<file path="config.mk">
export PLATFORM = sky130hd
export DESIGN_NAME = axi4_stream_demux_sched
export DESIGN_NICKNAME = d
export VERILOG_FILES = /design/src/rtl/axi4_stream_pkg.sv /design/src/rtl/axi4_stream_demux_sched_rr_next_sel.sv /design/src/rtl/axi4_stream_demux_sched.sv
export SDC_FILE = /design/constraint.sdc
export NUM_CORES = 1
export LEC_CHECK = 0
export BUFFER_PORTS_ARGS = -buffer_cell sky130_fd_sc_hd__buf_2
export CAP_MARGIN = 15
export CELL_PAD_IN_SITES_DETAIL_PLACEMENT = 1
export CELL_PAD_IN_SITES_GLOBAL_PLACEMENT = 1
export CORE_UTILIZATION = 44
export CTS_BUF_LIST = sky130_fd_sc_hd__clkbuf_8
export CTS_CLUSTER_DIAMETER = 80
export CTS_CLUSTER_SIZE = 28
export DETAILED_ROUTE_END_ITERATION = 16
export GPL_ROUTABILITY_DRIVEN = 0
export PLACE_DENSITY = 0.93
export SLEW_MARGIN = 20
export SYNTH_ARGS = -nofsm -noshare
export SYNTH_HDL_FRONTEND = slang
export SYNTH_HIERARCHICAL = 1
export SYNTH_SLANG_ARGS = --single-unit
export TNS_END_PERCENT = 5
</file>
<file path="constraint.sdc">
create_clock -name clk -period 2.65 [get_ports clk]
set_input_delay 0.265 -clock clk [delete_from_list [all_inputs] [get_ports clk]]
set_output_delay 0.265 -clock clk [all_outputs]
set_load 0.005 [all_outputs]
</file>
<file path="src/rtl/axi4_stream_pkg.sv">
// ---------------------------------------------------------------------------
// axi4_stream_pkg
// Shared types for the AXI4-Stream demux scheduler.
//   axi4_stream_sched_st_t : scheduler FSM state (IDLE / RUN / DRAIN)
//   SCHED_ST_W             : encoded width of the state, for debug taps
// ---------------------------------------------------------------------------
package axi4_stream_pkg;

  localparam int SCHED_ST_W = 2;

  typedef enum logic [SCHED_ST_W-1:0] {
    ST_IDLE  = 2'd0,
    ST_RUN   = 2'd1,
    ST_DRAIN = 2'd2
  } axi4_stream_sched_st_t;

endpackage : axi4_stream_pkg

</file>
<file path="src/rtl/axi4_stream_demux_sched_rr_next_sel.sv">
// ---------------------------------------------------------------------------
// rr_next_sel
// Purely combinational: finds the next set bit of ena_i strictly above
// cur_i, wrapping around modulo SN. If cur_i is the only set bit it is
// returned unchanged. Feeding cur_i = SN-1 yields the lowest set bit.
//   ena_i   [SN-1:0] candidate mask
//   cur_i   [SW-1:0] current index
//   nxt_o   [SW-1:0] next index (cur_i when nothing is set)
//   found_o          1 when ena_i has at least one bit set
// ---------------------------------------------------------------------------
module rr_next_sel #(
  parameter int SN = 2,
  parameter int SW = $clog2(SN)
) (
  input  logic [SN-1:0] ena_i,
  input  logic [SW-1:0] cur_i,
  output logic [SW-1:0] nxt_o,
  output logic          found_o
);

  logic [SW-1:0] above;
  logic [SW-1:0] lowest;
  logic          above_found;
  logic          low_found;

  // Scan downwards so the final hit in each category is the smallest index.
  always_comb begin
    above       = '0;
    lowest      = '0;
    above_found = 1'b0;
    low_found   = 1'b0;
    for (int i = SN - 1; i >= 0; i--) begin
      if (ena_i[i]) begin
        lowest    = SW'(i);
        low_found = 1'b1;
        if (i > int'(cur_i)) begin
          above       = SW'(i);
          above_found = 1'b1;
        end
      end
    end
  end

  assign found_o = low_found;
  assign nxt_o   = above_found ? above : (low_found ? lowest : cur_i);

endmodule : rr_next_sel

</file>
<file path="src/rtl/axi4_stream_demux_sched.sv">
// ---------------------------------------------------------------------------
// axi4_stream_demux_sched
// Schedules which output port of an AXI4-Stream demux receives traffic.
// Switches ports only on packet boundaries, either to a fixed port or
// round-robin over an enable mask, after a programmable packet quota.
//
// Handshake: a transfer is str_tvalid & str_tready observed on a rising
// clk edge; str_tlast on a transfer marks end-of-packet (EOP). The taps
// are observe-only; flow is controlled solely through the registered
// gate output, which the integration ANDs into source TVALID/TREADY.
//
// Ports
//   clk, rstn                 clock, asynchronous active-low reset
//   ctl_start / ctl_stop      single-cycle control pulses
//   cfg_mode                  0 fixed cfg_sel, 1 round-robin over cfg_ena
//   cfg_sel [SW], cfg_ena [SN], cfg_pkt [CW]  scheduling configuration
//   str_tvalid/tready/tlast   stream taps
//   sel [SW], gate            registered demux select and pass gate
//   sts_run, sts_err, sts_cnt running flag, sticky error, packet count
//   dbg_state                 current FSM state
// ---------------------------------------------------------------------------
module axi4_stream_demux_sched
  import axi4_stream_pkg::*;
#(
  parameter int SN = 2,
  parameter int SW = $clog2(SN),
  parameter int CW = 16
) (
  input  logic                  clk,
  input  logic                  rstn,
  input  logic                  ctl_start,
  input  logic                  ctl_stop,
  input  logic                  cfg_mode,
  input  logic [SW-1:0]         cfg_sel,
  input  logic [SN-1:0]         cfg_ena,
  input  logic [CW-1:0]         cfg_pkt,
  input  logic                  str_tvalid,
  input  logic                  str_tready,
  input  logic                  str_tlast,
  output logic [SW-1:0]         sel,
  output logic                  gate,
  output logic                  sts_run,
  output logic                  sts_err,
  output logic [CW-1:0]         sts_cnt,
  output axi4_stream_sched_st_t dbg_state
);

  axi4_stream_sched_st_t state_q, state_d;
  logic [SW-1:0] sel_q, sel_d;
  logic          gate_q, gate_d;
  logic [CW-1:0] cnt_q, cnt_d;
  logic          err_q, err_d;
  logic          inpkt_q, inpkt_d;
  logic [CW-1:0] lim_q, lim_d;

  logic          xfer;
  logic          eop;
  logic          mid_pkt;
  logic [CW-1:0] cnt_inc;
  logic [CW-1:0] cfg_lim;
  logic [SW-1:0] rr_cur;
  logic [SW-1:0] rr_nxt;
  logic          rr_found;

  assign xfer    = str_tvalid & str_tready;
  assign eop     = xfer & str_tlast;
  // A packet is open if a beat was already taken or a non-last beat is
  // being taken right now.
  assign mid_pkt = inpkt_q | (xfer & ~str_tlast);
  assign cnt_inc = cnt_q + CW'(1);
  assign cfg_lim = (cfg_pkt == '0) ? CW'(1) : cfg_pkt;

  // From IDLE, searching above SN-1 wraps to the lowest enabled port.
  assign rr_cur = (state_q == ST_IDLE) ? SW'(SN - 1) : sel_q;

  rr_next_sel #(
    .SN (SN),
    .SW (SW)
  ) u_rr_next_sel (
    .ena_i   (cfg_ena),
    .cur_i   (rr_cur),
    .nxt_o   (rr_nxt),
    .found_o (rr_found)
  );

  always_ff @(posedge clk or negedge rstn) begin
    if (!rstn) begin
      state_q <= ST_IDLE;
      sel_q   <= '0;
      gate_q  <= 1'b0;
      cnt_q   <= '0;
      err_q   <= 1'b0;
      inpkt_q <= 1'b0;
      lim_q   <= CW'(1);
    end else begin
      state_q <= state_d;
      sel_q   <= sel_d;
      gate_q  <= gate_d;
      cnt_q   <= cnt_d;
      err_q   <= err_d;
      inpkt_q <= inpkt_d;
      lim_q   <= lim_d;
    end
  end

  always_comb begin
    state_d = state_q;
    sel_d   = sel_q;
    gate_d  = gate_q;
    cnt_d   = cnt_q;
    err_d   = err_q;
    inpkt_d = inpkt_q;
    lim_d   = lim_q;

    // Only beats that pass the gate belong to a scheduled packet.
    if (gate_q && xfer) begin
      inpkt_d = ~str_tlast;
    end

    unique case (state_q)
      ST_IDLE: begin
        // Stop has priority over a coincident start.
        if (ctl_start && !ctl_stop) begin
          if (cfg_mode && !rr_found) begin
            err_d = 1'b1;
          end else begin
            state_d = ST_RUN;
            gate_d  = 1'b1;
            cnt_d   = '0;
            err_d   = 1'b0;
            lim_d   = cfg_lim;
            sel_d   = cfg_mode ? rr_nxt : cfg_sel;
          end
        end
      end

      ST_RUN: begin
        if (eop) begin
          if (cnt_inc == lim_q) begin
            // Quota reached: this is an advance point, configuration is
            // resampled here.
            cnt_d = '0;
            lim_d = cfg_lim;
            if (!cfg_mode) begin
              sel_d = cfg_sel;
            end else if (!rr_found) begin
              err_d   = 1'b1;
              state_d = ST_IDLE;
              gate_d  = 1'b0;
            end else begin
              sel_d = rr_nxt;
            end
          end else begin
            cnt_d = cnt_inc;
          end
          if (ctl_stop) begin
            state_d = ST_IDLE;
            gate_d  = 1'b0;
          end
        end else if (ctl_stop) begin
          if (mid_pkt) begin
            state_d = ST_DRAIN;
          end else begin
            state_d = ST_IDLE;
            gate_d  = 1'b0;
          end
        end
      end

      ST_DRAIN: begin
        if (eop) begin
          state_d = ST_IDLE;
          gate_d  = 1'b0;
        end
      end

      default: begin
        state_d = ST_IDLE;
        gate_d  = 1'b0;
      end
    endcase
  end

  assign sel       = sel_q;
  assign gate      = gate_q;
  assign sts_run   = (state_q != ST_IDLE);
  assign sts_err   = err_q;
  assign sts_cnt   = cnt_q;
  assign dbg_state = state_q;

endmodule : axi4_stream_demux_sched

</file>
==> run metrics <==
actual slew at the worst max-slew pin=0.901 ns; width of the chip=just under 90 µm; clk sinks=38; Flop pwr share=about a quarter; clock-pin transition on the worst setup and hold timing paths=about 0.080 ns; NetSw=between 2 and 2.5 mW; CP peak stage delay=slightly below 0.6 ns; IO Pins=between 40 and 50; synth unique cells=59; WL/cell=around 21 µm; slew margin rel.=between 30% and 40%; CTS Buf Count=5; first-pass GRT wire length=~19000 µm; hold_ws=0.0941 ns; Layout Skew=roughly 0.0052 ns; fin util=between 50% and 60%; endpoints failing hold=0; Antenna Cells=0; RSZ-0062 raised after global routing=true; Worst Setup Slack, final=roughly 0.064 ns; top-area cell type share of the netlist area=28.5%; Post-synth EDFFs=0; Final Max Slew Viols=0; Max Clk Rate=around 390 MHz; Syn Nets=about 430; Iteration-0 DRC Markers=about 210; r2r setup slk=roughly 0.064 ns; Min Clock Period, post-route=about 2.6 ns; drt pass-1 iters=4; Met2 Wirelength=6020 µm; Net Sw Frac=between 40% and 50%; synthesized area per cell=8.01 µm²; Setup CP Type=reg -> reg; VDD IR max=0.000406 V; net total in the final layout=495; Via-to-Cell Ratio=6.42; most common cell in the netlist=nand2_1; Die Y=a little under 90 µm; logic gate share of total power=65.3%; dpl ws=-0.0178 ns; CTS H-tree lvls=2; Synth Cell Area=approximately 3300 µm²; Met3 Wirelength=545 µm; starting density of the core=a little under half; Pint=about 2.3 mW; yosys warns=6; Total GRT Usage=32.0%; MaxCap Viol Count=0; Syn Inst Count=406; cell taking the most area after synthesis=dfrtp_1; Clock Tree Root=clkbuf_8; initial antenna violation count=0; ranking of synthesized cells by area=dfrtp_1, nand3_1, o211ai_2, nand2_1, o21ai_0; DR vias=3619; Clock Tree Buf Depth=2; status=finished, final reports clean; Core Area=approximately 7000 µm²; clock group share of total power=11.4%; crit path cell chain=buf_4, nand3_1, or4_1, xnor2_1, nor4_4, nand4_4, a41oi_1, o21ai_1; WL met1=between 5000 and 6000 µm; grt total ovfl=0; row cnt=30; crit-path max FO=8; TritonCTS clock tree=yes; # setup viols final=0; CP endpoint kind=register; Worst EP required=2.81 ns; largest net degree at the start of global routing=39; layout cell share with drive strength beyond 1=28.2%; worst min-delay path category=in -> async; Slowest cell on crit path=or4_1; worst path arrival time=about 2.8 ns; vias in the first global route=about 3800; Power Density=~1200 nW/µm²; die area=between 7000 and 8000 µm²; #FFs+latches synth=38; post-DP HPWL=~8300 µm; drt total wl=about 12000 µm; Top Metal Used=met4; ys async rst share=between 90% and 100%; # DRC=0; number of nets with antenna violations after routing=0; fin crit share=between 90% and 100%; clk_lat worst skew=~0.30 ns; PortBufs=48; top_reg_cell synth=dfrtp_1; Area Growth Syn to Fin=21.8%; Seq/Total Area, Yosys=29.3%; Worst Setup Start Kind=register; Leak=between 1.5 and 2 nW; Synth top cells by count=nand2_1, nand3_1, dfrtp_1
[worst paths after layout]
| path | startpoint | to | depth (start not counted) |
|---|---|---|---|
| max | sts_cnt[1] | sts_cnt[7] | 8 |
| min | rstn | sts_cnt[13] | 1 |
| max reg2reg | sts_cnt[1] | sts_cnt[7] | 8 |
| min reg2reg | inpkt_q | inpkt_q | 2 |
| max in group asynchronous | rstn | sts_cnt[3] | 1 |
| min in group clk | ctl_stop | dbg_state[0] | 2 |
[kinds of logic after synthesis]
logic type	synth area share [%]
fa+ha+maj	0.385
mux	1.31
flops	29.3
simple gates	31.5
compound gates	26.7
xor+xnor	4.31
buf+inv	6.54
[flip-flops by register name (all words and copies together) (netlist names)]
| register | cells |
|---|---|
| inpkt_q | 1 |
| gate | 1 |
| lim_q | 16 |
| sel | 1 |
| sts_err | 1 |
| dbg_state | 2 |
| sts_cnt | 16 |
[critical path: cells and delay by family, from the launching register on]
family | cells | cell delay [ns]
AOI/OAI and AO/OA | 2 | 0.50
xor gates and xnor gates | 1 | 0.20
buffers and inverters | 1 | 0.14
DFF | 1 | 0.42
and+or+nand+nor | 4 | 1.18
[power groups by stage]
stage	Sequential, mW	Combinational, mW	Clock (mW)
finish	1.08	3.04	0.530
CTS	1.07	2.91	0.533
detailed placement	1.08	2.84	0
global route	1.11	3.28	0.562
global placement	1.05	2.67	0
floorplan	0.995	1.92	0
[metal layers]
metal | track usage [%] | up-vias
met5 | 0 | -
met4 | 9.24 | 0
met2 | 56.4 | 128
li1 | - | 1649
met1 | 40.1 | 1819
met3 | 5.09 | 23
[placed cells by master, fill, tap and decap left out, types with 5 or more instances in the layout]
cell	synthesis	layout
nand2_1	45	45
nand3_1	41	41
xnor2_1	7	7
o21ai_1	13	13
buf_2	11	48
a21oi_1	16	16
a22o_1	9	9
nor3_1	7	7
or3_1	8	8
nand2b_1	5	5
and3_1	14	14
clkbuf_8	0	6
nor2_1	11	10
o211ai_2	15	15
dfrtp_1	37	36
or4_1	14	13
nor2b_1	5	5
o21ai_0	25	25
inv_1	6	7
xor2_1	9	9
a22oi_1	5	5
buf_4	1	36
a31oi_1	17	17
nand4_1	6	6
[per-stage QoR]
stage	area, µm²	setup TNS (ns)	power (mW)	std cells
after floorplan	3250	0	2.91	406
after global placement	3770	0	3.72	553
after detailed placement	3770	-0.0178	3.92	553
after CTS	3910	0	4.51	561
after global routing	3960	-0.0849	4.95	564
final	3960	0	4.65	564
[cell type report]
class | count | area, µm²
fillers | 885 | 3020
multi-input cells | 326 | 2140
flip-flops and latches | 38 | 953
repair buffers | 90 | 613
well taps | 96 | 120
clock buffers | 6 | 82.6
clock inverters | 2 | 33.8
inverters | 6 | 22.5
[repair_timing]
item | in CTS | in global routing
pin swaps | 0 | 4
endpoints found under the hold margin | 0 | 0
hold buffers | 0 | 0
gates resized for setup | 2 | 7
endpoints found under the setup margin | 10 | 35
cloned | 0 | 0
buffers inserted | 0 | 3
(Power assumes the default switching activity.)
